[config.mk]
export PLATFORM = sky130hd
export DESIGN_NAME = lif_neuron
export DESIGN_NICKNAME = d
export VERILOG_FILES = /design/src/rtl/lif_pkg.sv /design/src/rtl/sat_add.sv /design/src/rtl/lif_neuron.sv
export SDC_FILE = /design/constraint.sdc
export NUM_CORES = 1
export LEC_CHECK = 0
export BUFFER_PORTS_ARGS = -buffer_cell sky130_fd_sc_hd__buf_2
export CORE_AREA = 3 3 360 362
export CTS_CLUSTER_DIAMETER = 80
export CTS_CLUSTER_SIZE = 28
export DETAILED_ROUTE_END_ITERATION = 12
export DIE_AREA = 0 0 363 365
export REMOVE_ABC_BUFFERS = 1
export SYNTH_ARGS = -nofsm -noshare
export SYNTH_HDL_FRONTEND = slang
export SYNTH_SLANG_ARGS = --single-unit
[constraint.sdc]
create_clock -name clk_i -period 21.8 [get_ports clk_i]
set_input_delay 2.18 -clock clk_i [delete_from_list [all_inputs] [get_ports clk_i]]
set_output_delay 2.18 -clock clk_i [all_outputs]
set_load 0.02 [all_outputs]
[src/rtl/lif_pkg.sv]
// -----------------------------------------------------------------------------
// lif_pkg
// Shared types and helpers for the leaky integrate-and-fire neuron.
//   state_t       : FSM encoding (IDLE, ACCUM, UPDATE)
//   POT_W_DEFAULT : default membrane potential / accumulator width
//   idx_width()   : bit width of a synapse index for a given synapse count
// -----------------------------------------------------------------------------
package lif_pkg;

    typedef enum logic [1:0] {
        IDLE   = 2'd0,
        ACCUM  = 2'd1,
        UPDATE = 2'd2
    } state_t;

    localparam int POT_W_DEFAULT = 16;

    // Width needed to index n items; never less than one bit.
    function automatic int idx_width(input int n);
        return (n > 1) ? $clog2(n) : 1;
    endfunction

endpackage

[src/rtl/sat_add.sv]
// -----------------------------------------------------------------------------
// sat_add
// Unsigned saturating adder: sum = min(a + b, 2^W - 1).
// Ports:
//   a, b : W-bit unsigned operands
//   sum  : W-bit saturated result
// -----------------------------------------------------------------------------
module sat_add #(
    parameter int W = 16
) (
    input  logic [W-1:0] a,
    input  logic [W-1:0] b,
    output logic [W-1:0] sum
);

    logic [W:0] full;

    always_comb begin
        full = {1'b0, a} + {1'b0, b};
        // The carry out is the overflow flag; clamp to all ones.
        sum  = full[W] ? {W{1'b1}} : full[W-1:0];
    end

endmodule

[src/rtl/lif_neuron.sv]
// -----------------------------------------------------------------------------
// lif_neuron
// Leaky integrate-and-fire neuron. Each accepted timestep snapshots the spike
// and weight vectors, accumulates the weights of active synapses one per
// cycle, applies leak, compares against threshold and pulses spike_o/done_o.
// Optional build macro: LIF_SPIKE_COUNT_EN adds a saturating 16-bit output
// spike counter (spike_count_o).
// Ports:
//   clk_i         : clock, all logic on posedge
//   rst_i         : synchronous active-high reset
//   step_valid_i  : new timestep offered
//   step_ready_o  : neuron idle, can accept a timestep
//   spikes_i      : presynaptic spikes, bit k pairs with weight k
//   weights_i     : flattened weights, weight k = [k*WIDTH_P +: WIDTH_P]
//   spike_o       : output spike, one-cycle pulse
//   done_o        : timestep complete, one-cycle pulse
//   potential_o   : registered membrane potential
//   spike_count_o : (LIF_SPIKE_COUNT_EN only) saturating spike count
// -----------------------------------------------------------------------------
module lif_neuron
    import lif_pkg::*;
#(
    parameter int                NUM_SYNAPSES  = 100,
    parameter int                WIDTH_P       = 8,
    parameter int                POT_W         = POT_W_DEFAULT,
    parameter logic [POT_W-1:0]  THRESHOLD     = POT_W'(1000),
    parameter int                LEAK_SHIFT    = 3,
    parameter int                REFRACT_STEPS = 2
) (
    input  logic                          clk_i,
    input  logic                          rst_i,
    input  logic                          step_valid_i,
    output logic                          step_ready_o,
    input  logic [NUM_SYNAPSES-1:0]       spikes_i,
    input  logic [NUM_SYNAPSES*WIDTH_P-1:0] weights_i,
    output logic                          spike_o,
    output logic                          done_o,
    output logic [POT_W-1:0]              potential_o
`ifdef LIF_SPIKE_COUNT_EN
    ,
    output logic [15:0]                   spike_count_o
`endif
);

    localparam int IDX_W = idx_width(NUM_SYNAPSES);
    localparam int REF_W = idx_width(REFRACT_STEPS + 1);
    localparam logic [IDX_W-1:0] LAST_IDX = IDX_W'(NUM_SYNAPSES - 1);

    state_t                         state_q, state_d;
    logic [NUM_SYNAPSES-1:0]        spikes_q;
    logic [NUM_SYNAPSES*WIDTH_P-1:0] weights_q;
    logic [POT_W-1:0]               acc_q;
    logic [IDX_W-1:0]               idx_q;
    logic [POT_W-1:0]               potential_q;
    logic [REF_W-1:0]               refract_q;

    logic [WIDTH_P-1:0]             w_cur;
    logic [POT_W-1:0]               w_ext;
    logic [POT_W-1:0]               acc_sum;
    logic [POT_W-1:0]               leaked;
    logic [POT_W-1:0]               v;
    logic                           accept;
    logic                           fire;

    // ---------------------------------------------------------------------
    // Datapath
    // ---------------------------------------------------------------------
    assign w_cur  = weights_q[idx_q*WIDTH_P +: WIDTH_P];
    assign w_ext  = {{(POT_W-WIDTH_P){1'b0}}, w_cur};
    // p - (p >> s) is always <= p, so the leak never underflows.
    assign leaked = potential_q - (potential_q >> LEAK_SHIFT);

    sat_add #(.W(POT_W)) u_acc_add (
        .a   (acc_q),
        .b   (w_ext),
        .sum (acc_sum)
    );

    sat_add #(.W(POT_W)) u_pot_add (
        .a   (leaked),
        .b   (acc_q),
        .sum (v)
    );

    // ---------------------------------------------------------------------
    // FSM next state and combinational outputs
    // ---------------------------------------------------------------------
    always_comb begin
        // NOTE: every output of this block gets a default first, so no path
        // leaves a signal unassigned and no latch is inferred.
        state_d      = state_q;
        step_ready_o = 1'b0;
        case (state_q)
            IDLE: begin
                step_ready_o = 1'b1;
                if (step_valid_i) state_d = ACCUM;
            end
            ACCUM: begin
                if (idx_q == LAST_IDX) state_d = UPDATE;
            end
            UPDATE: begin
                state_d = IDLE;
            end
            default: state_d = IDLE;
        endcase
    end

    assign accept = (state_q == IDLE) && step_valid_i;
    assign fire   = (state_q == UPDATE) && (refract_q == '0) && (v >= THRESHOLD);

    // ---------------------------------------------------------------------
    // Input snapshot
    // ---------------------------------------------------------------------
    // NOTE: these holding registers have no reset; they are always written
    // on the accept cycle before anything reads them.
    always_ff @(posedge clk_i) begin
        if (accept) begin
            spikes_q  <= spikes_i;
            weights_q <= weights_i;
        end
    end

    // ---------------------------------------------------------------------
    // State, accumulator, potential, refractory counter
    // ---------------------------------------------------------------------
    always_ff @(posedge clk_i) begin
        // NOTE: non-blocking assignments throughout, so every register sees
        // the pre-edge values of the others regardless of statement order.
        if (rst_i) begin
            state_q     <= IDLE;
            acc_q       <= '0;
            idx_q       <= '0;
            potential_q <= '0;
            refract_q   <= '0;
            spike_o     <= 1'b0;
            done_o      <= 1'b0;
        end else begin
            state_q <= state_d;
            spike_o <= 1'b0;
            done_o  <= 1'b0;
            case (state_q)
                IDLE: begin
                    if (step_valid_i) begin
                        acc_q <= '0;
                        idx_q <= '0;
                    end
                end
                ACCUM: begin
                    // Input is ignored while refractory, so acc stays 0.
                    if (spikes_q[idx_q] && (refract_q == '0)) acc_q <= acc_sum;
                    if (idx_q != LAST_IDX) idx_q <= idx_q + 1'b1;
                end
                UPDATE: begin
                    done_o <= 1'b1;
                    if (refract_q != '0) begin
                        refract_q   <= refract_q - 1'b1;
                        potential_q <= v;
                    end else if (fire) begin
                        spike_o     <= 1'b1;
                        potential_q <= '0;
                        refract_q   <= REF_W'(REFRACT_STEPS);
                    end else begin
                        potential_q <= v;
                    end
                end
                default: ;
            endcase
        end
    end

    assign potential_o = potential_q;

    // ---------------------------------------------------------------------
    // Optional spike counter
    // ---------------------------------------------------------------------
`ifdef LIF_SPIKE_COUNT_EN
    logic [15:0] spike_count_q;

    // Counts on the same edge that raises spike_o, so the count already
    // includes a spike while that spike is visible.
    always_ff @(posedge clk_i) begin
        if (rst_i) begin
            spike_count_q <= '0;
        end else if (fire && (spike_count_q != 16'hFFFF)) begin
            spike_count_q <= spike_count_q + 16'd1;
        end
    end

    assign spike_count_o = spike_count_q;
`else
    // Counter not built; neuron behaviour is unchanged.
`endif

endmodule

; Word level (Yosys, flattened, before mapping)
; Index checks and enable logic that the tools add are counted.
[totals]
input_bits = 903
wordCells = 60
register_bits = 945
[classes]
addsub = 5
n_bitwise = 1
n_mux = 20
eq_ne = 8
shifts = 1
reduce_logical = 14
order_cmp = 2
[ops]
columns = op, n
row1 = $shiftx A800 B11 Y8, 1
row2 = $mux W16, 6
row3 = $pmux W16 S2, 1
row4 = $add A16 B16 Y17, 1
row5 = $add A16 B8 Y17, 1
row6 = $ge A16 B10 Y1 const B, 1
row7 = $sub A16 B13 Y16, 1
row8 = $mux W7, 2
row9 = $pmux W7 S2, 1
row10 = $lt A7 B8 Y1 const B, 1
row11 = $mux W2, 4
row12 = $ne A2 B2 Y1 const B, 4
row13 = $add A7 B1 Y7 const B, 1
row14 = $bmux W1 S7, 1
row15 = $eq A7 B7 Y1 const B, 1
row16 = $ne A7 B7 Y1 const B, 1
row17 = $reduce_and A3 Y1, 2
row18 = $reduce_bool A2 Y1, 3
row19 = $logic_and A1 B1 Y1, 4
row20 = $logic_not A2 Y1, 2
row21 = $mux W1, 4
row22 = $pmux W2 S2, 1
row23 = $reduce_and A2 Y1, 2
row24 = $reduce_or A3 Y1, 1
row25 = other kinds (4), 4

; Logic depth before layout (Yosys ltp)
[logic_depth]
depth_word = 7
mapped_depth = 22
depth_no_buf = 21

; Cells and area by module
; Synthesis repeated with hierarchy kept, for this count alone.
[unflattened]
hier_cells = 1861
hier_area_um2 = 38373.1
[modules_own_cells]
columns = mod, n_inst, area_per_inst_um2, seq_area_each_um2, cells_each
row1 = lif_neuron, 1, 36776.5, 27926.8, 1633
row2 = sat_add, 2, 798.3, 0.0, 114

; Worst setup path before layout
; No wires, ideal clock.
[synth_path]
path_type = input -> register
start = input step_valid_i
end = register spikes_q[0] (enable)
required_ns = 20.565
t_arrival_ns = 19.742
cell_stages = 3
slack_ns = 0.823
path_cell_list = nand2_1 clkbuf_1 inv_1
[synth_via]
elab_chain_len = 1
[synth_lines]
columns = element, line
row1 = from (decl), lif_neuron.sv:32  ; input logic step_valid_i,
row2 = $logic_and A1 B1 Y1, lif_neuron.sv:108  ; assign accept = (state_q == IDLE) && step_valid_i;
row3 = net accept, lif_neuron.sv:62  ; logic accept;
row4 = to (signal assigned), lif_neuron.sv:118  ; spikes_q <= spikes_i;
row5 = to (decl), lif_neuron.sv:50  ; logic [NUM_SYNAPSES-1:0] spikes_q;
; The timed path passes the listed nets, and every way through them passes these cells.
; A chain may end at the register's enable or synchronous reset.

; Worst setup path after layout
[layout_path]
start = input step_valid_i
end = register weights_q[347] (enable)
[layout_via]
elab_chain_len = 1
[layout_lines]
columns = element, line
row1 = $logic_and A1 B1 Y1, lif_neuron.sv:108
row2 = net accept, lif_neuron.sv:62
row3 = to (signal assigned), lif_neuron.sv:119  ; weights_q <= weights_i;
row4 = to (decl), lif_neuron.sv:51  ; logic [NUM_SYNAPSES*WIDTH_P-1:0] weights_q;
; The timed path passes the listed nets, and every way through them passes these cells.

==> summary.md <==
| Metric | Value |
|---|---|
| Worst slew pin tran | between 1000 and 1500 ps |
| Final wirelength | 110 mm |
| Nets | between 3000 and 4000 |
| 1st-iter DRT viols | ~1800 |
| Fmax | around 150 MHz |
| Clk_skew | about 42 ps |
| Vias post-DR | 21000 |
| Num CTS Buffers | 55 |
| CTS tree | built |
| Clock buffer depth | 3 |
| Post-DR vias/cell | about 4.7 |
| Antenna-violating nets left | 0 |
| Detailed-route DRC error count | 0 |
| Maxcap violations | 0 |
| Final cycle utilization of the critical path | between 30% and 40% |
| Top_reg_cell synth | edfxtp_1 |
| Multi-input gate area | around 9400 um2 |
| Clk sinks | 945 |
| Setup crit start kind | input pin |
| DR pass1 iterations | 6 |
| Synth warnings | 0 |
| Number of synthesized flops with an enable pin | 900 |
| Status | complete, no violations |
| Cell Pwr Density | between 70 and 80 nW/um2 |
| CP max FO | 149 |
| Slowest stage cell, crit path | buf_4 |
| Initial Utilization | about 30% |
| Initial antenna violation count | 42 |
| Clk_lat worst skew | 690 ps |
| Most frequent CP cell | buf_4 |
| Syn Inst Count | 1789 |
| Hold Fails Final Rpt | 0 |
| Post-synth ARST share | 0% |
| Tot GR Track Use | 16.0% |
| Total power | 3.69 mW |
| I/O pins | approximately 900 |
| Die Width | 363 um |
| Worst setup path class | in2reg |
| H-tree levels | 2 |
| Largest net degree at the start of global routing | around 160 |
| WP data arrival | 7140 ps |
| Required time worst endpoint | about 22000 ps |
| Util after Layout | between 30% and 40% |
| Post-Syn Area per Cell | 21.2 um2 |
| Filler cells | around 12000 |
| Buf/Inv on CP | 6 |
| HPWL after DPL | between 80 and 90 mm |
| Final setup margin | 14960 ps |
| Kind of end point of the critical path | flop |
| Setup TNS | 0 ps |
| Maximum VDD drop | 0.0687 mV |
| GRT overflow | 0 |
| Synth cell types | 52 |
| Non-filler cells, final | roughly 4400 |
| Die Y | 365 um |
| First-pass GRT wire length | between 150 and 200 mm |
| Clk slew on worst S/H paths | 100 ps |
| Port Buffer Count | between 900 and 1000 |
| Row count | about 130 |
| Setup bufs post-CTS | 0 |
| Vias in the first global route | 21700 |
| Pre-CTS setup slack | approximately 14000 ps |
| Die ar. | roughly 130000 um2 |
| Cell Area, Synth | roughly 38000 um2 |
| Seq/Total Area, Yosys | 73.7% |
| RSZ-0062 raised after global routing | no |
| Share of layout cells above drive strength 1 | 48.9% |
| FF+latch count, synth | between 900 and 1000 |
| Crit path time final | approximately 7000 ps |
| # resized after CTS | 0 |
| CTS root buffer | clkbuf_16 |
| Slew headroom | approximately 23% |
| Most frequent cells in the layout | buf_2 (921), edfxtp_1 (900), mux4_2 (287) |
| Routed length per instance | around 25 um |
| P_leak | 16.5 nW |
| CP top delay family | buffers and inverters |
| Slew Limit Fails | 0 |
| Max incr delay on CP | 980 ps |
| Gpl congestion | 0.829 |
| Post-CTS Hold Fix Bufs | 0 |
| Most common cell after layout, fill and taps aside | buf_2 |
| Placed Cells | approximately 4300 |
| Reg area | 27900 um2 |
| Area Overhead vs Synth | 22.7% |
| Core area | between 100000 and 150000 um2 |
| Hold WC Path Type | reg2reg |
| Final setup fails | 0 |
| Cell chain of the critical path | buf_2 > nand2_1 > inv_8 > buf_4 > buf_4 > buf_12 > buf_4 |
flip-flops by register name, indices dropped and copies added, names as in the netlist:
signal	count
acc_q	16
done_o	1
idx_q	7
potential_o	16
refract_q	2
spike_o	1
spikes_q	100
state_q	2
weights_q	800
worst paths after layout:
check                 start        endpoint  slack [ps]  depth (start not counted)
min reg2reg  potential_o[2]  potential_o[2]         470                          2
max            step_valid_i  weights_q[347]       14960                          7
max reg2reg        idx_q[0]       acc_q[13]       15730                         15
min          potential_o[2]  potential_o[2]         470                          2
kinds of logic (layout without fill, tap and decap cells):
logic type	Yosys count	count (layout)	synth area share (%)
flip-flops	945	945	73.7
multiplexers	310	310	17.7
AND/OR/NAND/NOR	181	181	2.31
AO/OA/AOI/OAI	160	160	2.60
buffers and inverters	120	1073	1.51
adder cells (fa/ha/maj)	43	43	1.48
XOR/XNOR	30	30	0.693
other	0	30	0
report_power, final:
part	switching, mW	internal [mW]
registers	0.0355	2.12
clock network	0.686	0.542
logic	0.150	0.159
synthesized netlist by cell type, types with 14 or more instances:
master	instances	share of area, %
nand3_1	29	0.38
a21oi_1	45	0.59
dfxtp_1	45	2.4
mux4_2	287	17
nand2_1	58	0.57
xor2_1	14	0.32
inv_1	35	0.35
nor2_1	34	0.34
edfxtp_1	900	71
o21ai_1	19	0.25
buf_2	19	0.25
o21ai_0	28	0.37
xnor2_1	16	0.37
ha_1	40	1.3
clkbuf_1	42	0.42
area by class of cell:
cell class              count  area share, %
repair buffers            944           10.4
diodes                     30          0.161
well taps                1662           4.47
flip-flops and latches    945           60.1
multi-input cells         724           20.2
inverters                  35          0.299
clock inverters            37           1.35
clock buffers              57           3.02
per-stage QoR:
stage	area (um2)	hold WS, ps
6_report	46500	471
5_1_grt	46500	511
4_1_cts	46400	478
3_3_place_gp	44400	459
2_1_floorplan	37400	448
3_5_place_dp	44400	465
worst reg2reg max path, stage by stage (launching register included):
cell and delay, ps:
dfxtp_4 800, buf_12 680, buf_4 940, mux4_2 690, mux4_2 460, mux2i_1 190
o21ai_1 110, mux2_2 300, ha_1 320, inv_1 60, o21ai_0 170, o2111ai_1 180
a211oi_1 550, nand2_1 200, o21ai_0 190, a211oi_1 90
layer usage:
layer	GRT usage, %	vias to the layer above	routed length [um]
li1	-	9338	-
met1	19.6	10700	42100
met2	28.2	719	57800
met3	3.71	144	7580
met4	4.31	24	2550
met5	0	-	148
Note: power is estimated with default switching activity, not from simulation.
